==> src/rtl/kv_sched_pkg.sv <==
// Package shared by the kv_update_scheduler slice.
//  - KV_MAX_REQ / KV_REQ_IW : upper bound on requester count and index width
//  - rr_pick                : rotating-priority pick. Returns a one-hot vector
//                             selecting the first valid requester at or after ptr.
// The queue entry type is declared inside kv_update_scheduler because it
// depends on that module's KEY_WIDTH/VAL_WIDTH parameters.
package kv_sched_pkg;

    localparam int KV_MAX_REQ = 32;
    localparam int KV_REQ_IW  = 5;

    // Scans n requesters starting at ptr and wrapping at n.
    // Bits at or above n are never set.
    function automatic logic [KV_MAX_REQ-1:0] rr_pick(
        input logic [KV_MAX_REQ-1:0] valid,
        input int unsigned           ptr,
        input int unsigned           n
    );
        logic [KV_MAX_REQ-1:0] g;
        int unsigned           idx;
        g = '0;
        for (int unsigned i = 0; i < KV_MAX_REQ; i++) begin
            if (i < n) begin
                idx = (ptr + i) % n;
                if (valid[idx[KV_REQ_IW-1:0]] && (g == '0)) begin
                    g[idx[KV_REQ_IW-1:0]] = 1'b1;
                end
            end
        end
        return g;
    endfunction

endpackage

==> src/rtl/kv_update_scheduler_rr_arbiter.sv <==
// Round-robin arbiter holding the rotating-priority pointer.
// Ports:
//  clk, reset_n   clock, asynchronous active-low reset
//  req            per-requester request (already qualified as admissible)
//  enable         when low, no grant is issued
//  advance        a grant was taken this cycle; pointer moves past it
//  grant          one-hot or zero
// The pointer resets to 0 and only moves on advance, so a cycle with no
// accepted request (full queue, flush) leaves the priority order untouched.
module rr_arbiter
    import kv_sched_pkg::*;
#(
    parameter int NREQ = 2
) (
    input  logic            clk,
    input  logic            reset_n,
    input  logic [NREQ-1:0] req,
    input  logic            enable,
    input  logic            advance,
    output logic [NREQ-1:0] grant
);

    localparam int PW = (NREQ > 1) ? $clog2(NREQ) : 1;

    logic [PW-1:0]           ptr_q, ptr_d;
    logic [KV_MAX_REQ-1:0]   req_ext;
    logic [KV_MAX_REQ-1:0]   pick;
    logic [KV_REQ_IW-1:0]    gidx;
    logic                    any;

    always_comb begin
        req_ext             = '0;
        req_ext[NREQ-1:0]   = req;
        pick                = rr_pick(req_ext, 32'(ptr_q), NREQ);
        gidx                = '0;
        for (int i = 0; i < KV_MAX_REQ; i++) begin
            if (pick[i]) gidx = KV_REQ_IW'(i);
        end
        any = |pick;
        grant = '0;
        for (int i = 0; i < NREQ; i++) begin
            grant[i] = enable & any & (gidx == KV_REQ_IW'(i));
        end
        ptr_d = ptr_q;
        if (advance) begin
            if (int'(gidx) + 1 >= NREQ) ptr_d = '0;
            else                        ptr_d = PW'(gidx + KV_REQ_IW'(1));
        end
    end

    always_ff @(posedge clk or negedge reset_n) begin
        if (!reset_n) ptr_q <= '0;
        else          ptr_q <= ptr_d;
    end

endmodule

==> src/rtl/kv_update_scheduler.sv <==
// Shares the single update port of a combinational key-value store between
// NREQ requesters through a DEPTH-entry in-order write queue.
// Ports:
//  clk, reset_n                clock, asynchronous active-low reset
//  req_valid/key/value         per-requester update request (flattened vectors)
//  req_ready                   one-hot or zero grant
//  pause                       hold the drain; requests are still accepted
//  flush                       drop every queued update on the next edge
//  update_valid/key/value      to the store; head entry, popped on the same edge
//  pending                     number of queued entries
// Handshake: a request transfers on an edge where req_valid[r] & req_ready[r].
// req_ready is a combinational function of req_valid/req_key and state, so a
// requester must never derive req_valid from req_ready. The store side has no
// backpressure: update_valid high means the head is consumed at that edge.
module kv_update_scheduler
    import kv_sched_pkg::*;
#(
    parameter int KEY_WIDTH = 32,
    parameter int VAL_WIDTH = 32,
    parameter int NREQ      = 2,
    parameter int DEPTH     = 4
) (
    input  logic                      clk,
    input  logic                      reset_n,
    input  logic [NREQ-1:0]           req_valid,
    input  logic [NREQ*KEY_WIDTH-1:0] req_key,
    input  logic [NREQ*VAL_WIDTH-1:0] req_value,
    output logic [NREQ-1:0]           req_ready,
    input  logic                      pause,
    input  logic                      flush,
    output logic                      update_valid,
    output logic [KEY_WIDTH-1:0]      update_key,
    output logic [VAL_WIDTH-1:0]      update_value,
    output logic [$clog2(DEPTH):0]    pending
);

    localparam int AW = $clog2(DEPTH);
    localparam int CW = AW + 1;

    typedef struct packed {
        logic [KEY_WIDTH-1:0] key;
        logic [VAL_WIDTH-1:0] value;
    } kv_entry_t;

    kv_entry_t         mem_q [DEPTH];
    logic [AW-1:0]     head_q, head_d;
    logic [AW-1:0]     tail_q, tail_d;
    logic [CW-1:0]     count_q, count_d;

    logic              pop;
    logic [DEPTH-1:0]  occ;
    logic [NREQ-1:0]   hit;
    logic [AW-1:0]     hit_idx [NREQ];
    logic [NREQ-1:0]   admissible;
    logic [NREQ-1:0]   grant;
    logic              accept;
    logic              sel_hit;
    logic [AW-1:0]     sel_hidx;
    kv_entry_t         sel_entry;
    logic [AW-1:0]     wr_idx;
    logic              append;

    // Drain straight from the registered head.
    assign pop          = (count_q != '0) & ~pause & ~flush;
    assign update_valid = pop;
    assign update_key   = mem_q[head_q].key;
    assign update_value = mem_q[head_q].value;
    assign pending      = count_q;

    // Slot i is live when its distance from head is below the count.
    always_comb begin
        logic [AW-1:0] off;
        occ = '0;
        for (int i = 0; i < DEPTH; i++) begin
            off    = AW'(i) - head_q;
            occ[i] = ({1'b0, off} < count_q);
        end
    end

    // Coalesce lookup. The head is excluded while it is leaving, so a request
    // matching the outgoing head appends a fresh entry instead of being lost.
    always_comb begin
        for (int r = 0; r < NREQ; r++) begin
            hit[r]     = 1'b0;
            hit_idx[r] = '0;
            for (int i = 0; i < DEPTH; i++) begin
                if (occ[i] && !(pop && (AW'(i) == head_q)) &&
                    (mem_q[i].key == req_key[r*KEY_WIDTH +: KEY_WIDTH])) begin
                    hit[r]     = 1'b1;
                    hit_idx[r] = AW'(i);
                end
            end
            // A slot freed by this cycle's pop is not counted as free.
            admissible[r] = hit[r] | (count_q < CW'(DEPTH));
        end
    end

    rr_arbiter #(.NREQ(NREQ)) u_arb (
        .clk     (clk),
        .reset_n (reset_n),
        .req     (req_valid & admissible),
        .enable  (~flush & reset_n),
        .advance (accept),
        .grant   (grant)
    );

    assign req_ready = grant;
    assign accept    = |grant;

    always_comb begin
        sel_hit   = 1'b0;
        sel_hidx  = '0;
        sel_entry = '0;
        for (int r = 0; r < NREQ; r++) begin
            if (grant[r]) begin
                sel_hit         = hit[r];
                sel_hidx        = hit_idx[r];
                sel_entry.key   = req_key[r*KEY_WIDTH +: KEY_WIDTH];
                sel_entry.value = req_value[r*VAL_WIDTH +: VAL_WIDTH];
            end
        end
        append = accept & ~sel_hit;
        // A coalesce rewrites the matched slot; the key is unchanged by construction.
        wr_idx = sel_hit ? sel_hidx : tail_q;
    end

    always_comb begin
        head_d  = head_q;
        tail_d  = tail_q;
        count_d = count_q;
        if (flush) begin
            head_d  = '0;
            tail_d  = '0;
            count_d = '0;
        end else begin
            if (pop)    head_d = head_q + AW'(1);
            if (append) tail_d = tail_q + AW'(1);
            count_d = count_q + CW'(append) - CW'(pop);
        end
    end

    always_ff @(posedge clk or negedge reset_n) begin
        if (!reset_n) begin
            head_q  <= '0;
            tail_q  <= '0;
            count_q <= '0;
            for (int i = 0; i < DEPTH; i++) mem_q[i] <= '0;
        end else begin
            head_q  <= head_d;
            tail_q  <= tail_d;
            count_q <= count_d;
            if (accept) mem_q[wr_idx] <= sel_entry;
        end
    end

    // Coalescing keeps every live key unique.
    always @(posedge clk) begin
        if (reset_n) begin
            for (int i = 0; i < DEPTH; i++) begin
                for (int j = i + 1; j < DEPTH; j++) begin
                    assert (!(occ[i] && occ[j] && (mem_q[i].key == mem_q[j].key)))
                        else $error("duplicate key in queue slots %0d and %0d", i, j);
                end
            end
        end
    end

endmodule

==> config.mk <==
export PLATFORM = sky130hd
export DESIGN_NAME = kv_update_scheduler
export DESIGN_NICKNAME = d
export VERILOG_FILES = /design/src/rtl/kv_sched_pkg.sv /design/src/rtl/kv_update_scheduler_rr_arbiter.sv /design/src/rtl/kv_update_scheduler.sv
export SDC_FILE = /design/constraint.sdc
export NUM_CORES = 1
export LEC_CHECK = 0
export ABC_AREA = 1
export CAP_MARGIN = 20
export CORE_ASPECT_RATIO = 1.4
export CORE_UTILIZATION = 29
export DETAILED_ROUTE_END_ITERATION = 6
export RECOVER_POWER = 50
export SYNTH_ARGS = -nofsm -noshare
export SYNTH_HDL_FRONTEND = slang
export SYNTH_HIERARCHICAL = 1
export SYNTH_SLANG_ARGS = --single-unit
==> constraint.sdc <==
create_clock -name clk -period 5.81 [get_ports clk]
set_input_delay 0.581 -clock clk [delete_from_list [all_inputs] [get_ports clk]]
set_output_delay 0.581 -clock clk [all_outputs]
set_load 0.03 [all_outputs]
==> results of run 1 <==
[area by class of cell]
class | count | area share, %
diodes | 2 | 0.0232
clock buffers | 42 | 4.12
multi-input cells | 1930 | 45.8
repair buffers | 242 | 10.9
inverters | 170 | 2.99
clock inverters | 12 | 0.721
well taps | 817 | 4.75
flip-flops and latches | 264 | 30.7
[where the power goes]
| group | total [W] | internal (W) | leakage (nW) | switching [W] |
|---|---|---|---|---|
| clock network | 0.00204 | 0.00119 | 0.508 | 0.000848 |
| registers | 0.00236 | 0.00210 | 3.64 | 0.000253 |
| logic | 0.00392 | 0.00134 | 6.24 | 0.00257 |
[flip-flops by register name, summed over array words and instances (netlist names)]
signal	count
mem_q	256
pending	3
head_q	2
tail_q	2
u_arb/ptr_q	1
[path summary, 6_finish.rpt]
kind | endpoint | slack, ns | depth (start not counted)
setup / recovery | req_ready[1] | 0.63 | 17
hold / removal | mem_q[237] | 0.46 | 2
setup reg to reg | mem_q[62] | 0.90 | 25
hold reg to reg | mem_q[74] | 0.46 | 2
max in group asynchronous | mem_q[12] | 1.08 | 4
min in group clk | mem_q[74] | 0.46 | 2
[layer usage]
metal / wire length (um) / global-route usage [%]
met1: 26900 / 25.5
met2: 34000 / 37.5
met3: 4030 / 3.39
met4: 4550 / 13.5
met5: 75 / 0
[cell families (layout without fill, tap and decap cells)]
family          Yosys count  in the layout  share of synthesized area [%]
fa+ha+maj                11             11                          0.804
other cells               0              2                              0
flops                   264            264                           36.6
compound gates          347            347                           12.2
simple gates           1386           1386                           32.3
buf+inv                 362            466                           9.03
xor+xnor                186            186                           9.03
[metrics by stage]
stage	area, um2	util, %
global placement	20500	33.5
global route	21500	35.2
floorplan	18000	-
CTS	21500	35.2
finish	21500	35.2
detailed placement	20500	33.5
[placed cells by master (no fill, tap or decap), types with 44 or more instances in the layout]
| cell type | netlist | routed |
|---|---|---|
| nand2_1 | 861 | 860 |
| dfrtp_1 | 264 | 262 |
| nor2_1 | 258 | 257 |
| clkdlybuf4s50_1 | 0 | 174 |
| nand4_1 | 160 | 160 |
| inv_1 | 143 | 143 |
| o21ai_0 | 141 | 141 |
| xnor2_1 | 105 | 105 |
| nand3_1 | 83 | 83 |
| xor2_1 | 81 | 81 |
| o22ai_1 | 71 | 71 |
| o21bai_1 | 44 | 44 |
[repair_timing]
action / in CTS / in global routing
hold buffers: 1 / 0
gates resized for setup: 0 / 0
hold endpoints to repair: 39 / 0
==> impl_metrics.py, run 1 <==
metrics = {
    "worst_setup_path": {
        "cp_top_family": "buffers and inverters",
        "cp-startpoint": "head_q[0]",
        "critPathLaunchType": "register",
        "critPathRequiredTime_ns": 5.23,
        "crit_path_top_delay_cell": "clkdlybuf4s50_1",
        "cp-end-kind": "output pin",
        "crit_buf_inv": 6,
        "cp_slowest_stage_delay_ns": 0.76,
        "cpMostUsedCell": "inv_1",
        "critical_path_class": "register to output pin",
        "path_cells": "inv_4, ha_1, inv_1, ha_1, a31oi_1, nand2_1, inv_1, nand3_1, nor2_1, nor2_1, nand2_2, o21ai_0, inv_1, nand2_1, nor2_4, buf_4, clkdlybuf4s50_1",
        "worstReg2RegStart": "head_q[0]",
        "crit_fanout": 34,
        "worstPathArrival_ns": 4.60,
    },
    "finish": {
        "layout-drive-gt1-share_pct": 5.75,
        "finalNonFillerCells": 3479,
        "seq_area_mm2": 0.00661,
        "multi_input_area_mm2": 0.00986,
        "nets": 2783,
        "nFillCells": 6590,
        "area_delta_synth_final_pct": 19.3,
    },
    "global_route": {
        "grt_pass1_wl_um": 106000,
        "grt_max_degree": 103,
        "grt_pass1_vias": 17400,
        "antenna_found_initial": 8,
        "gr-total-overflow": 0,
        "grt.total_usage_pct": 22.0,
    },
    "sta": {
        "fin_skew_ns": 0.0232,
        "period_share_pct": 89.1,
        "drv_slew": 354,
        "setup_tns_ns": 0,
        "maxSlewHeadroom_pct": -150,
        "rsz0062_at_grt": "no",
        "max_clock_freq_mhz": 193,
        "setup_viol": 0,
        "tightest_slew_ns": 3.75,
        "holdWs_ns": 0.463,
        "hold_violations": 0,
        "period_needed_ns": 5.18,
        "setup_ws_ns": 0.633,
    },
    "drt": {
        "num_vias": 17400,
        "viasPerCell": 5.01,
        "drc": 0,
        "wl_per_cell_um": 20.0,
        "postRouteAntennaNets": 0,
        "initialDrtViolationCount": 1139,
        "first_pass_iters": 5,
        "drt_wl_total_um": 69600,
    },
    "logic_synthesis": {
        "synth_seq_cells": 264,
        "synth_nets": 2701,
        "synthArstFlopShare_pct": 100,
        "syn-instance-count": 2556,
        "yosys_warnings": 6,
        "ys_seq_area_share_pct": 36.6,
        "yosys.area.top_type": "dfrtp_1",
        "yosys.cell_count.top_type": "nand2_1",
        "synth_common_cells": "861 x nand2_1, 264 x dfrtp_1, 258 x nor2_1, 160 x nand4_1, 143 x inv_1",
        "yosysTopAreaCellShare_pct": 36.6,
        "synth_flop_cell": "dfrtp_1",
        "syn_area_mm2": 0.0180,
        "synth_edf_count": 0,
        "syn_avg_cell_area_um2": 7.06,
        "ys_top_cells_by_area": "dfrtp_1 37%, nand2_1 18%, nand4_1 5.5%, nor2_1 5.4%, xnor2_1 5.1%",
        "synth.distinct_cells": 35,
    },
    "pwr": {
        "pwr_density_cell_mw_per_mm2": 386,
        "p_leak_nw": 10.4,
        "max-vdd-ir-drop_mv": 0.245,
        "power_w": 0.00832,
    },
    "outcome": {
        "status": "finished with violations",
        "violations": "capacitance limit, slew limit",
    },
    "clock_network": {
        "post-cts-setup-buffers": 0,
        "htreeDepth": 1,
        "cts_buffers": 30,
        "cts_root_buf": "clkbuf_16",
        "cts_tree": "done",
        "clockBufferDepth": 3,
        "clkTransAtPathRegs_ns": 0.06,
        "tritoncts_num_sinks": 264,
        "clk_latency_ns": 0.59,
    },
    "place": {
        "place_inst": 3422,
        "dp_hpwl_um": 46100,
        "dp_slack_ns": 0.671,
        "gp_congestion": 0.978,
        "port-buffer-count": 203,
    },
    "hold_path": {
        "worstHoldPathType": "primary input to asynchronous set/reset pin",
    },
    "floorplan": {
        "dieHeight_um": 297,
        "row_count": 107,
        "die_x_um": 213,
        "num_io_pins": 204,
        "start_util_pct": 29.5,
        "core-area_mm2": 0.0612,
        "die_area_mm2": 0.0632,
    },
    "job": {
        "cap_violations": 5,
    },
}
No activity file was read; power rests on OpenSTA's default activity.
==> run 2, diff against run 1 <==
- CELL_PAD_IN_SITES_DETAIL_PLACEMENT: not set -> 2
- CELL_PAD_IN_SITES_GLOBAL_PLACEMENT: not set -> 2
- PLACE_DENSITY_LB_ADDON: not set -> 0.1
- SLEW_MARGIN: not set -> 10
==> run 2 against run 1 <==
Net effect: the flow still finishes with violations (capacitance limit, slew limit); setup slack worse by 0.35 ns; critical path depth down 11; clock power up 16%; wire length up 22%; non-clock buffer count up 1; via count up 5.6%; clock skew up 0.0017 ns; cell count up 0.17%; power up 5.9%; sequential cell count unchanged; core utilization up 0.43 points; global-route usage up 4.9 points; highest routed layer unchanged.
==> impl_metrics.py, run 2 (synthesis gave the netlist of run 1 again) <==
metrics = {
    "finish": {
        "top_register": "mem_q",
        "nFillCells": 7251,
        "nets": 2789,
        "final_cell_mix": "860 x nand2_1, 262 x dfrtp_1, 257 x nor2_1",
        "layout-drive-gt1-share_pct": 6.04,
        "area_delta_synth_final_pct": 20.8,
        "final_common_cell": "nand2_1",
        "design_area_mm2": 0.0218,
        "largest_reg_flops": 256,
    },
    "sta": {
        "period_share_pct": 95.2,
        "hold_violations": 0,
        "tightest_slew_ns": 3.29,
        "fin_skew_ns": 0.0248,
        "setup_viol": 0,
        "maxSlewHeadroom_pct": -119,
        "drv_slew": 208,
        "max_clock_freq_mhz": 181,
        "rsz0062_at_grt": "no",
        "period_needed_ns": 5.53,
        "holdWs_ns": 0.468,
        "setup_tns_ns": 0,
    },
    "worst_setup_path": {
        "path_cells": "inv_4, clkbuf_2, buf_4, o21ai_0, o22ai_1, clkdlybuf4s50_1",
        "critPathLaunchType": "register",
        "crit_path_top_delay_cell": "buf_4",
        "rr_worst_depth": 30,
        "critPathRequiredTime_ns": 5.23,
        "cp-end-kind": "output pin",
        "cp_top_family": "buffers and inverters",
        "cp_slowest_stage_delay_ns": 0.94,
        "worstPathArrival_ns": 4.95,
        "worstReg2RegStart": "head_q[0]",
        "critical_path_class": "register to output pin",
        "crit_buf_inv": 4,
        "crit_fanout": 84,
        "r2r-end": "pending[2]",
        "r2r_slack_ns": 0.61,
    },
    "global_route": {
        "antenna_found_initial": 5,
        "grt.total_usage_pct": 26.9,
        "grt_max_degree": 117,
        "gr-total-overflow": 0,
        "grt_pass1_vias": 20400,
        "grt_pass1_wl_um": 128000,
    },
    "clock_network": {
        "htreeDepth": 2,
        "clk_latency_ns": 0.56,
        "clockBufferDepth": 3,
        "cts_root_buf": "clkbuf_16",
        "tritoncts_num_sinks": 264,
        "cts_tree": "done",
        "cts_resized": 0,
        "post-cts-setup-buffers": 0,
        "cts_buffers": 35,
        "clkTransAtPathRegs_ns": 0.06,
    },
    "drt": {
        "first_pass_iters": 5,
        "drc": 0,
        "postRouteAntennaNets": 0,
        "viasPerCell": 5.28,
        "drt_wl_total_um": 84700,
        "num_vias": 18400,
        "initialDrtViolationCount": 675,
        "wl_per_cell_um": 24.3,
    },
    "hold_path": {
        "worstHoldPathType": "register to register",
        "holdPathEnd": "mem_q[135]",
        "hold_start": "mem_q[135]",
        "holdPathStages": 2,
    },
    "place": {
        "dp_hpwl_um": 57100,
        "port-buffer-count": 203,
        "gp_congestion": 0.884,
        "placed_area_mm2": 0.0206,
    },
    "floorplan": {
        "row_count": 107,
        "die_area_mm2": 0.0632,
        "start_util_pct": 29.5,
        "dieHeight_um": 297,
        "core-area_mm2": 0.0612,
        "die_x_um": 213,
        "num_io_pins": 204,
    },
    "pwr": {
        "p_leak_nw": 10.5,
        "pwr_density_cell_mw_per_mm2": 404,
        "max-vdd-ir-drop_mv": 0.201,
    },
    "job": {
        "cap_violations": 4,
    },
    "outcome": {
        "status": "finished with violations",
        "violations": "capacitance limit, slew limit",
    },
}
==> run 2: per-stage QoR <==
step,total power [W],util [%],setup WS [ns],instances
2_1_floorplan,0.00476,-,0.845,2556
3_3_place_gp,0.00647,33.6,0.641,3423
3_5_place_dp,0.00656,33.6,0.467,3423
4_1_cts,0.00899,35.6,0.294,3484
5_1_grt,0.00927,35.6,0.0650,3485
6_report,0.00881,35.6,0.280,3485
==> run 2: worst min-delay path: stages, from the launching register on <==
cell,delay (ns)
dfrtp_1,0.34
nand2_1,0.05
nand2_1,0.05
==> run 2: power breakdown <==
group	internal [W]	switching [W]	total [W]
logic	0.00135	0.00268	0.00403
clock network	0.00144	0.000923	0.00236
registers	0.00210	0.000317	0.00242
==> run 2: worst max-delay path by stage <==
stage,start,endpoint,slack [ns],cells past startpoint
after floorplan,head_q[0],pending[2],0.84,27
after global placement,req_key[12],mem_q[47],0.64,25
after detailed placement,req_key[12],pending[2],0.47,27
after CTS,head_q[0],req_ready[1],0.29,19
after global routing,head_q[0],req_ready[1],0.06,19
final,head_q[0],update_value[2],0.28,6
==> run 2: metal layers <==
layer	part of all wire, %	wire length [um]	global-route usage [%]
met1	42	35700	32.8
met2	51	42900	47.4
met3	3.2	2710	3.33
met4	3.9	3330	10.4
met5	0.060	51	0
==> run 2: area by class of cell <==
type,instances,area (um2),area share (%)
repair buffers,243,2450,11.2
flip-flops and latches,264,6610,30.3
diodes,1,2.50,0.0115
inverters,170,643,2.95
multi-input cells,1930,9850,45.2
clock inverters,10,165,0.758
well taps,817,1020,4.69
clock buffers,50,1050,4.83
==> run 2: what timing repair did <==
item	in CTS	in global routing
hold buffers	1	0
endpoints found under the setup margin	0	0
hold endpoints to repair	42	0
==> run 3, diff against run 2 <==
- GPL_ROUTABILITY_DRIVEN: not set -> 0
- PLACE_DENSITY_LB_ADDON: 0.1 -> 0.08
==> run 3 against run 2 <==
Net effect: the flow still finishes with violations (capacitance limit, slew limit); via count barely moved; non-clock buffer count up 3; combinational power increased by 1%; wire length increased by 0.23%; core utilization decreased by 0.16 points; power fell by 1.6%; design area down 0.45%; register-to-register slack gained 0.34 ns; cell count did not move; fmax up 8.9%; sequential cell count unchanged; die area unchanged; critical path type unchanged; highest routed layer unchanged.
==> impl_metrics.py, run 3 (synthesis gave the netlist of run 1 again) <==
metrics = {
    "sta": {
        "setup_ws_ns": 0.733,
        "period_share_pct": 87.4,
        "setup_viol": 0,
        "maxSlewHeadroom_pct": -115,
        "hold_violations": 0,
        "tightest_slew_ns": 3.22,
        "max_clock_freq_mhz": 197,
        "period_needed_ns": 5.08,
        "fin_skew_ns": 0.0117,
        "drv_slew": 285,
        "setup_tns_ns": 0,
        "rsz0062_at_grt": "no",
    },
    "floorplan": {
        "die_area_mm2": 0.0632,
        "num_io_pins": 204,
        "start_util_pct": 29.5,
        "row_count": 107,
        "core-area_mm2": 0.0612,
        "die_x_um": 213,
        "dieHeight_um": 297,
    },
    "place": {
        "place_inst": 3426,
        "dp_slack_ns": 0.774,
        "dp_hpwl_um": 56200,
        "port-buffer-count": 203,
    },
    "hold_path": {
        "worstHoldPathType": "register to register",
    },
    "clock_network": {
        "clockBufferDepth": 3,
        "cts_resized": 0,
        "cts_tree": "done",
        "cts_buffers": 35,
        "post-cts-setup-buffers": 0,
        "cts_root_buf": "clkbuf_16",
        "tritoncts_num_sinks": 264,
        "clk_latency_ns": 0.56,
        "clkTransAtPathRegs_ns": 0.06,
        "htreeDepth": 2,
    },
    "worst_setup_path": {
        "critical_path_class": "register to output pin",
        "crit_fanout": 38,
        "worstPathArrival_ns": 4.50,
        "critPathLaunchType": "register",
        "critPathRequiredTime_ns": 5.23,
        "cp-end-kind": "output pin",
        "r2r_slack_ns": 0.95,
    },
    "finish": {
        "area_delta_synth_final_pct": 20.2,
        "nFillCells": 7291,
        "antenna_cells": 0,
        "largest_reg_flops": 256,
        "seq_area_mm2": 0.00661,
        "layout-drive-gt1-share_pct": 5.88,
        "final_cell_mix": "861 x nand2_1, 262 x dfrtp_1, 257 x nor2_1",
        "multi_input_area_mm2": 0.00985,
        "finalNonFillerCells": 3485,
        "final_common_cell": "nand2_1",
        "top_register": "mem_q",
        "nets": 2792,
    },
    "drt": {
        "viasPerCell": 5.28,
        "first_pass_iters": 5,
        "initialDrtViolationCount": 764,
        "drt_wl_total_um": 84900,
        "num_vias": 18400,
        "postRouteAntennaNets": 0,
        "drc": 0,
        "wl_per_cell_um": 24.4,
    },
    "global_route": {
        "grt_pass1_wl_um": 129000,
        "gr-total-overflow": 0,
        "antenna_found_initial": 2,
        "grt_max_degree": 85,
        "grt.total_usage_pct": 27.0,
        "grt_pass1_vias": 20500,
    },
    "pwr": {
        "p_leak_nw": 10.5,
        "max-vdd-ir-drop_mv": 0.268,
        "pwr_density_cell_mw_per_mm2": 400,
    },
    "job": {
        "cap_violations": 5,
    },
    "outcome": {
        "status": "finished with violations",
        "violations": "capacitance limit, slew limit",
    },
}
==> run 3: per-layer routing <==
layer  wire length (um)  GRT usage (%)  part of all wire [%]  up-vias
met1              35900           33.1                    42     9444
met5                 25              0                 0.029        -
met4               3880           11.8                   4.6        4
met2              42400           47.0                    50      359
li1                   -              -                     -     8442
met3               2740           3.29                   3.2      154
==> run 3: path summary, 6_finish.rpt <==
path,start,cells past startpoint,endpoint
max,head_q[0],17,req_ready[1]
min,mem_q[78],2,mem_q[78]
max reg2reg,head_q[0],27,pending[2]
min reg2reg,mem_q[78],2,mem_q[78]
max in group asynchronous,reset_n,3,mem_q[172]
min in group asynchronous,reset_n,2,mem_q[243]
==> run 3: cell type report <==
| cell class | instances | area share [%] |
|---|---|---|
| clock buffers | 48 | 4.59 |
| clock inverters | 10 | 0.531 |
| inverters | 170 | 2.96 |
| multi-input cells | 1930 | 45.4 |
| flip-flops and latches | 264 | 30.5 |
| well taps | 817 | 4.71 |
| repair buffers | 246 | 11.3 |
==> run 3: worst max-delay path, stage by stage (launching register included) <==
cell and delay, ns:
dfrtp_4 0.49, inv_4 0.34, ha_1 0.34, inv_1 0.09, ha_1 0.23, a31oi_1 0.16
nand2_1 0.08, inv_2 0.09, nand3_1 0.08, nor2_1 0.20, nor2_1 0.08, nand2_2 0.11
o21ai_0 0.09, inv_1 0.08, nand2_1 0.11, nor2_4 0.14, buf_4 0.42, clkdlybuf4s50_1 0.77
==> run 3: stage by stage <==
step	utilization (%)	power [W]	hold slack (ns)	instance area (um2)
finish	35.5	0.00867	0.468	21700
global route	35.5	0.00912	0.491	21700
CTS	35.5	0.00884	0.472	21700
detailed placement	33.7	0.00657	0.458	20600
global placement	33.7	0.00649	0.448	20600
floorplan	-	0.00476	0.285	18000
==> run 3: power by group <==
group          switching (W)  internal [W]  total, W  leakage (nW)
Combinational        0.00274       0.00135   0.00408          6.27
Sequential          0.000267       0.00210   0.00237          3.64
Clock               0.000930       0.00129   0.00222         0.551
==> run 3: what timing repair did <==
action                     CTS  global route
hold endpoints to repair    41             0
setup endpoints to repair    0             0
hold buffers                 1             0
